[config.mk]
export PLATFORM = sky130hd
export DESIGN_NAME = perf_counter_bank
export DESIGN_NICKNAME = d
export VERILOG_FILES = /design/src/rtl/perf_counter_bank.sv
export SDC_FILE = /design/constraint.sdc
export NUM_CORES = 1
export LEC_CHECK = 0
export CORE_UTILIZATION = 54
export CTS_CLUSTER_DIAMETER = 150
export CTS_CLUSTER_SIZE = 25
export DETAILED_ROUTE_END_ITERATION = 12
export PLACE_DENSITY_LB_ADDON = 0.08
export SKIP_CTS_REPAIR_TIMING = 1
export SYNTH_ARGS = -nofsm -noshare
export SYNTH_HDL_FRONTEND = slang
export SYNTH_SLANG_ARGS = --single-unit
[constraint.sdc]
create_clock -name clk -period 3 [get_ports clk]
set_input_delay 0.6 -clock clk [delete_from_list [all_inputs] [get_ports clk]]
set_output_delay 0.6 -clock clk [all_outputs]
set_load 0.02 [all_outputs]
[src/rtl/perf_counter_bank.sv]
// Bank of wide hardware performance counters with per-counter inhibit, sticky
// overflow flags and a registered 32-bit read port with a lo/hi shadow for tear-free reads.
module perf_counter_bank #(
  parameter int NUM_COUNTERS = 4,
  parameter int COUNTER_W    = 48,
  parameter int INC_W        = 2,
  localparam int SEL_W       = (NUM_COUNTERS > 1) ? $clog2(NUM_COUNTERS) : 1
) (
  input  logic                          clk,
  input  logic                          rst,
  input  logic [NUM_COUNTERS*INC_W-1:0] event_inc,
  input  logic [NUM_COUNTERS-1:0]       inhibit,
  input  logic                          wr_en,
  input  logic [SEL_W-1:0]              wr_sel,
  input  logic                          wr_hi,
  input  logic [31:0]                   wr_data,
  input  logic                          rd_en,
  input  logic [SEL_W-1:0]              rd_sel,
  input  logic                          rd_hi,
  output logic [31:0]                   rd_data,
  output logic                          rd_valid,
  input  logic [NUM_COUNTERS-1:0]       ovf_clr,
  output logic [NUM_COUNTERS-1:0]       overflow
);

  localparam int HI_W = COUNTER_W - 32;

  logic [COUNTER_W-1:0] cnt_all [NUM_COUNTERS];
  logic [COUNTER_W-1:0] rd_cnt;
  logic                 rd_hit;
  logic [HI_W-1:0]      shadow;
  logic [SEL_W-1:0]     shadow_sel;
  logic [SEL_W-1:0]     cap_sel;
  logic                 shadow_vld;

  for (genvar i = 0; i < NUM_COUNTERS; i++) begin : g_ctr
    logic                 wr_hit;
    logic [INC_W-1:0]     inc;
    logic [COUNTER_W:0]   sum;
    logic [COUNTER_W-1:0] cnt;
    logic                 ovf;

    assign wr_hit = wr_en && (wr_sel == SEL_W'(i));
    assign inc    = event_inc[i*INC_W +: INC_W];
    assign sum    = {1'b0, cnt} + (COUNTER_W+1)'(inc);

    always_ff @(posedge clk) begin
      if (rst) begin
        cnt <= '0;
        ovf <= 1'b0;
      end else begin
        // A write replaces only one half and drops this cycle's increment.
        if (wr_hit) begin
          if (wr_hi) cnt[COUNTER_W-1:32] <= wr_data[HI_W-1:0];
          else       cnt[31:0]           <= wr_data;
        end else if (!inhibit[i]) begin
          cnt <= sum[COUNTER_W-1:0];
        end
        if (!wr_hit && !inhibit[i] && sum[COUNTER_W]) ovf <= 1'b1;
        else if (ovf_clr[i])                          ovf <= 1'b0;
      end
    end

    assign cnt_all[i]  = cnt;
    assign overflow[i] = ovf;
  end

  always_comb begin
    rd_cnt = '0;
    rd_hit = 1'b0;
    for (int unsigned j = 0; j < NUM_COUNTERS; j++) begin
      if (rd_sel == SEL_W'(j)) begin
        rd_cnt = cnt_all[j];
        rd_hit = 1'b1;
      end
    end
  end

  // Selector the shadow will hold after this edge; a write to it invalidates the capture.
  assign cap_sel = (rd_en && rd_hit && !rd_hi) ? rd_sel : shadow_sel;

  always_ff @(posedge clk) begin
    if (rst) begin
      rd_data    <= '0;
      rd_valid   <= 1'b0;
      shadow     <= '0;
      shadow_sel <= '0;
      shadow_vld <= 1'b0;
    end else begin
      rd_valid <= rd_en;
      if (rd_en) begin
        if (!rd_hit) begin
          rd_data <= '0;
        end else if (!rd_hi) begin
          rd_data    <= rd_cnt[31:0];
          shadow     <= rd_cnt[COUNTER_W-1:32];
          shadow_sel <= rd_sel;
          shadow_vld <= 1'b1;
        end else if (shadow_vld && (shadow_sel == rd_sel)) begin
          rd_data    <= 32'(shadow);
          shadow_vld <= 1'b0;
        end else begin
          rd_data <= 32'(rd_cnt[COUNTER_W-1:32]);
        end
      end
      if (wr_en && (wr_sel == cap_sel)) shadow_vld <= 1'b0;
    end
  end

endmodule

==> run_results.csv <==
group,metric,value,unit
status,status,"finished clean",
setup_path,critical_path_required,3.45,ns
clock_network,tritoncts_clock_tree,"built",
logic_synthesis,synth.net_count,2199,
logic_synthesis,synthArstFlopShare,0,%
logic_synthesis,synthMostInstantiatedCell,"sky130_fd_sc_hd__nand2_1",
logic_synthesis,synthFlopType,"sky130_fd_sc_hd__dfxtp_1",
floorplan,placementRows,63,
clock_network,total_number_of_clock_tree_sinks,248,
logic_synthesis,synth.yosys.seq_area_share,30.58,%
setup_path,cp.arrival,3.33,ns
setup_path,critical_path.max_stage_delay,0.49,ns
cells_and_area,drive_gt1_share,15.24,%
logic_synthesis,synth_area_per_cell,7.626,sq um
logic_synthesis,synth-compound-area-share,22.33,%
cells_and_area,final_cells,2670,
placement,placed_cells,2641,
logic_synthesis,netlist_area_before_placement,16240,sq um
clock_network,cts_made_buffers,13,
timing,fmaxAchievable,0.3466,GHz
setup_path,timing.critical_path.to_type,"flop",
global_routing,first_global_vias,17259,
timing,setup_repair_after_global_routing_missed_its_margin,"false",
floorplan,die_width,175.4,microns
cells_and_area,design.final.nets,2342,
setup_path,crit_slowest_cell,"sky130_fd_sc_hd__clkdlybuf4s50_1",
logic_synthesis,netlist_instances,2129,
run,max_cap_viol_count,0,
logic_synthesis,yosys-top-cells-area,"sky130_fd_sc_hd__dfxtp_1 31%, sky130_fd_sc_hd__a21oi_1 6.9%, sky130_fd_sc_hd__mux4_2 6.7%, sky130_fd_sc_hd__nand2_1 5.8%, sky130_fd_sc_hd__nor2_1 4.7%",
clock_network,clock_tree_root_buffer_cell,"sky130_fd_sc_hd__clkbuf_16",
min_path,worstHoldPathCells,2,
power_and_ir_drop,power.total,7.028,mW
min_path,holdPathEnd,"g_ctr[1].cnt[16]$_SDFFE_PP0P_",
placement,io_buffers,94,
setup_path,r2r_start,"g_ctr[3].cnt[0]$_SDFFE_PP0P_",
global_routing,grt_pass1_wl,112.3,mm
floorplan,io_pins,95,
setup_path,critical_path.reg2reg.endpoint,"g_ctr[3].cnt[36]$_SDFFE_PP0P_",
clock_network,clock_insertion_delay_worst_skew,0.51,ns
setup_path,timing.reg2reg.setup_slack,0.20,ns
floorplan,floorplan.initialDensity,54.78,%
routing,drc_errors,0,
floorplan,fp.coreArea,29640,sq um
cells_and_area,area_growth_syn_to_layout,17.84,%
routing,detail_route.vias_per_cell,7.224,
setup_path,worstPathBufferInverterCount,4,
timing,min_period_over_period,96.16,%
logic_synthesis,yosys.area_share.xor_xnor,0.7013,%
clock_network,htreeDepth,1,
timing,timing.final.max_slew_violations,0,
power_and_ir_drop,leakagePower,6.709,nW
global_routing,track_usage,49.12,%
timing,timing.final.crit_period,2.885,ns
min_path,worst_hold_startpoint,"rst",
timing,fin_hold_ws,0.4347,ns
cells_and_area,stdcell_area,19130,sq um
timing,final_hold_viol_count,0,
placement,placement.cell_area,18670,sq um
timing,tightest_slew,1.063,ns
clock_network,clkSlewWorstSetupHoldPaths,0.11,ns
setup_path,critical_path_class,"in -> reg",
global_routing,antenna_found_initial,15,
routing,drt-initial-drc-count,3718,
logic_synthesis,post_synth_edffs,0,
clock_network,clock_path_buffers,3,
setup_path,critical_path_peak_fanout,4,
routing,drt_pass_1_iters,8,
logic_synthesis,synth_warnings,0,
power_and_ir_drop,vdd_drop_max,0.2878,mV
logic_synthesis,synth_common_cells,"253 x sky130_fd_sc_hd__nand2_1, 248 x sky130_fd_sc_hd__dfxtp_1, 225 x sky130_fd_sc_hd__a21oi_1",
floorplan,floorplan.die_area,30760,sq um
logic_synthesis,yosysTopAreaCell,"sky130_fd_sc_hd__dfxtp_1",
min_path,hold_class,"in -> reg",
logic_synthesis,synth-adder-area-share,1.110,%
setup_path,path_delay_family,"simple AND/OR/NAND/NOR gates",
global_routing,maximum_number_of_pins_on_one_net_before_global_route_repair,63,
logic_synthesis,yosysUniqueCellTypes,82,
logic_synthesis,synth_simple_gate_area_share,29.92,%
setup_path,cp-start-kind,"input pin",
routing,total_length_of_routed_wires,77.19,mm
routing,ant_nets,0,
global_routing,globalRouteOverflowTotal,0,
setup_path,series_of_cell_instances_along_the_critical_path,"clkdlybuf4s50_1 > inv_1 > fa_2 > nand3b_1 > nor4_2 > buf_4 > and4_4 > buf_6 > nand3_2 > or4_4 > a31oi_1",
timing,report.final.setup_viol,0,
floorplan,die_height,175.4,microns
placement,detailed_place_hpwl,56.41,mm
power_and_ir_drop,power-per-cell-area,367.3,nW/um^2
placement,gp_routability_congestion,1.081,
timing,maxSlewHeadroom,28.85,%
setup_path,r2r_cell_count,11,
logic_synthesis,synth_top_family_by_area,"simple AND/OR/NAND/NOR gates",
routing,detail_route.wl_per_cell,28.91,microns
timing,timing.setup.tns,0,ns
logic_synthesis,synth_seq_cells,248,
timing,skew,0.01871,ns
routing,dr_total_vias,19288,
logic_synthesis,yosys.area.top_type_share,30.58,%
logic_synthesis,yosys-mux-area-fraction,10.35,%
## worst max path at each step
stage / from / endpoint / slack, ns / cells after the start
6_report: event_inc[7] / g_ctr[3].cnt[36]$_SDFFE_PP0P_ / 0.12 / 11
5_1_grt: event_inc[7] / g_ctr[3].cnt[36]$_SDFFE_PP0P_ / 0.01 / 11
4_1_cts: event_inc[6] / g_ctr[3].cnt[36]$_SDFFE_PP0P_ / 0.05 / 12
3_5_place_dp: event_inc[6] / g_ctr[3].cnt[36]$_SDFFE_PP0P_ / -0.41 / 12
3_3_place_gp: event_inc[2] / g_ctr[1].cnt[30]$_SDFFE_PP0P_ / -0.39 / 11
2_1_floorplan: event_inc[6] / g_ctr[3].cnt[26]$_SDFFE_PP0P_ / 0.03 / 9
## logic make-up after synthesis
kind of cell    count (synthesis)
flops                         248
xor+xnor                       13
buf+inv                       205
mux                           105
simple gates                  962
compound gates                584
fa+ha+maj                      12
## layer usage
| layer | global-route usage (%) | part of all wire [%] | up-vias |
|---|---|---|---|
| met4 | 31.92 | 8.1 | 6 |
| met1 | 64.12 | 36 | 9033 |
| met5 | 0 | 0.054 | - |
| met2 | 70.55 | 40 | 1660 |
| li1 | - | - | 8238 |
| met3 | 14.18 | 16 | 351 |
## sequential cells by signal, indices dropped and copies added, names as in the netlist
name        flops
g_ctr.cnt     192
g_ctr.ovf       4
rd_data        32
rd_valid        1
shadow         16
shadow_sel      2
shadow_vld      1
## cell usage in the layout (no fill, tap or decap), types with 13 or more instances in the layout
| master | count |
|---|---|
| sky130_fd_sc_hd__o22ai_1 | 37 |
| sky130_fd_sc_hd__nand3_1 | 117 |
| sky130_fd_sc_hd__a32o_1 | 17 |
| sky130_fd_sc_hd__nand4_1 | 74 |
| sky130_fd_sc_hd__o21ai_0 | 95 |
| sky130_fd_sc_hd__nand2_1 | 253 |
| sky130_fd_sc_hd__buf_12 | 14 |
| sky130_fd_sc_hd__or3_1 | 15 |
| sky130_fd_sc_hd__clkbuf_16 | 13 |
| sky130_fd_sc_hd__a31oi_1 | 41 |
| sky130_fd_sc_hd__buf_4 | 192 |
| sky130_fd_sc_hd__clkdlybuf4s50_1 | 87 |
| sky130_fd_sc_hd__and2_1 | 21 |
| sky130_fd_sc_hd__mux2i_1 | 33 |
| sky130_fd_sc_hd__o211ai_1 | 15 |
| sky130_fd_sc_hd__a21oi_1 | 224 |
| sky130_fd_sc_hd__mux2_2 | 23 |
| sky130_fd_sc_hd__and3_1 | 63 |
| sky130_fd_sc_hd__a211oi_1 | 23 |
| sky130_fd_sc_hd__inv_1 | 28 |
| sky130_fd_sc_hd__nor2b_1 | 38 |
| sky130_fd_sc_hd__nor4_1 | 32 |
| sky130_fd_sc_hd__a22oi_1 | 28 |
| sky130_fd_sc_hd__dfxtp_1 | 248 |
| sky130_fd_sc_hd__o31ai_1 | 21 |
| sky130_fd_sc_hd__mux4_2 | 48 |
| sky130_fd_sc_hd__a21o_1 | 13 |
| sky130_fd_sc_hd__nor3_1 | 63 |
| sky130_fd_sc_hd__nor2_1 | 202 |
| sky130_fd_sc_hd__or4_1 | 14 |
## power by group
group / internal (mW) / leakage [nW] / switching [mW]
sequential: 3.41 / 2.01 / 0.249
combinational: 0.522 / 4.53 / 0.843
clock: 0.816 / 0.167 / 1.19
total: 4.75 / 6.71 / 2.28
## through the flow
step	worst slack (ns)	utilization [%]
after CTS	0.05100	64.15
after detailed placement	-0.4101	63.01
final	0.1152	64.55
after floorplan	0.02763	-
after global placement	-0.3908	63.01
after global routing	0.01320	64.49
## area by class of cell
| cell class | instances | area (sq um) |
|---|---|---|
| Multi-Input combinational cell | 1676 | 10530 |
| Fill cell | 2637 | 10510 |
| Sequential cell | 248 | 4965 |
| Timing Repair Buffer | 302 | 2671 |
| Tap cell | 390 | 488.0 |
| Clock buffer | 14 | 339.1 |
| Inverter | 31 | 116.4 |
| Antenna cell | 9 | 22.52 |
(Power assumes the default switching activity.)
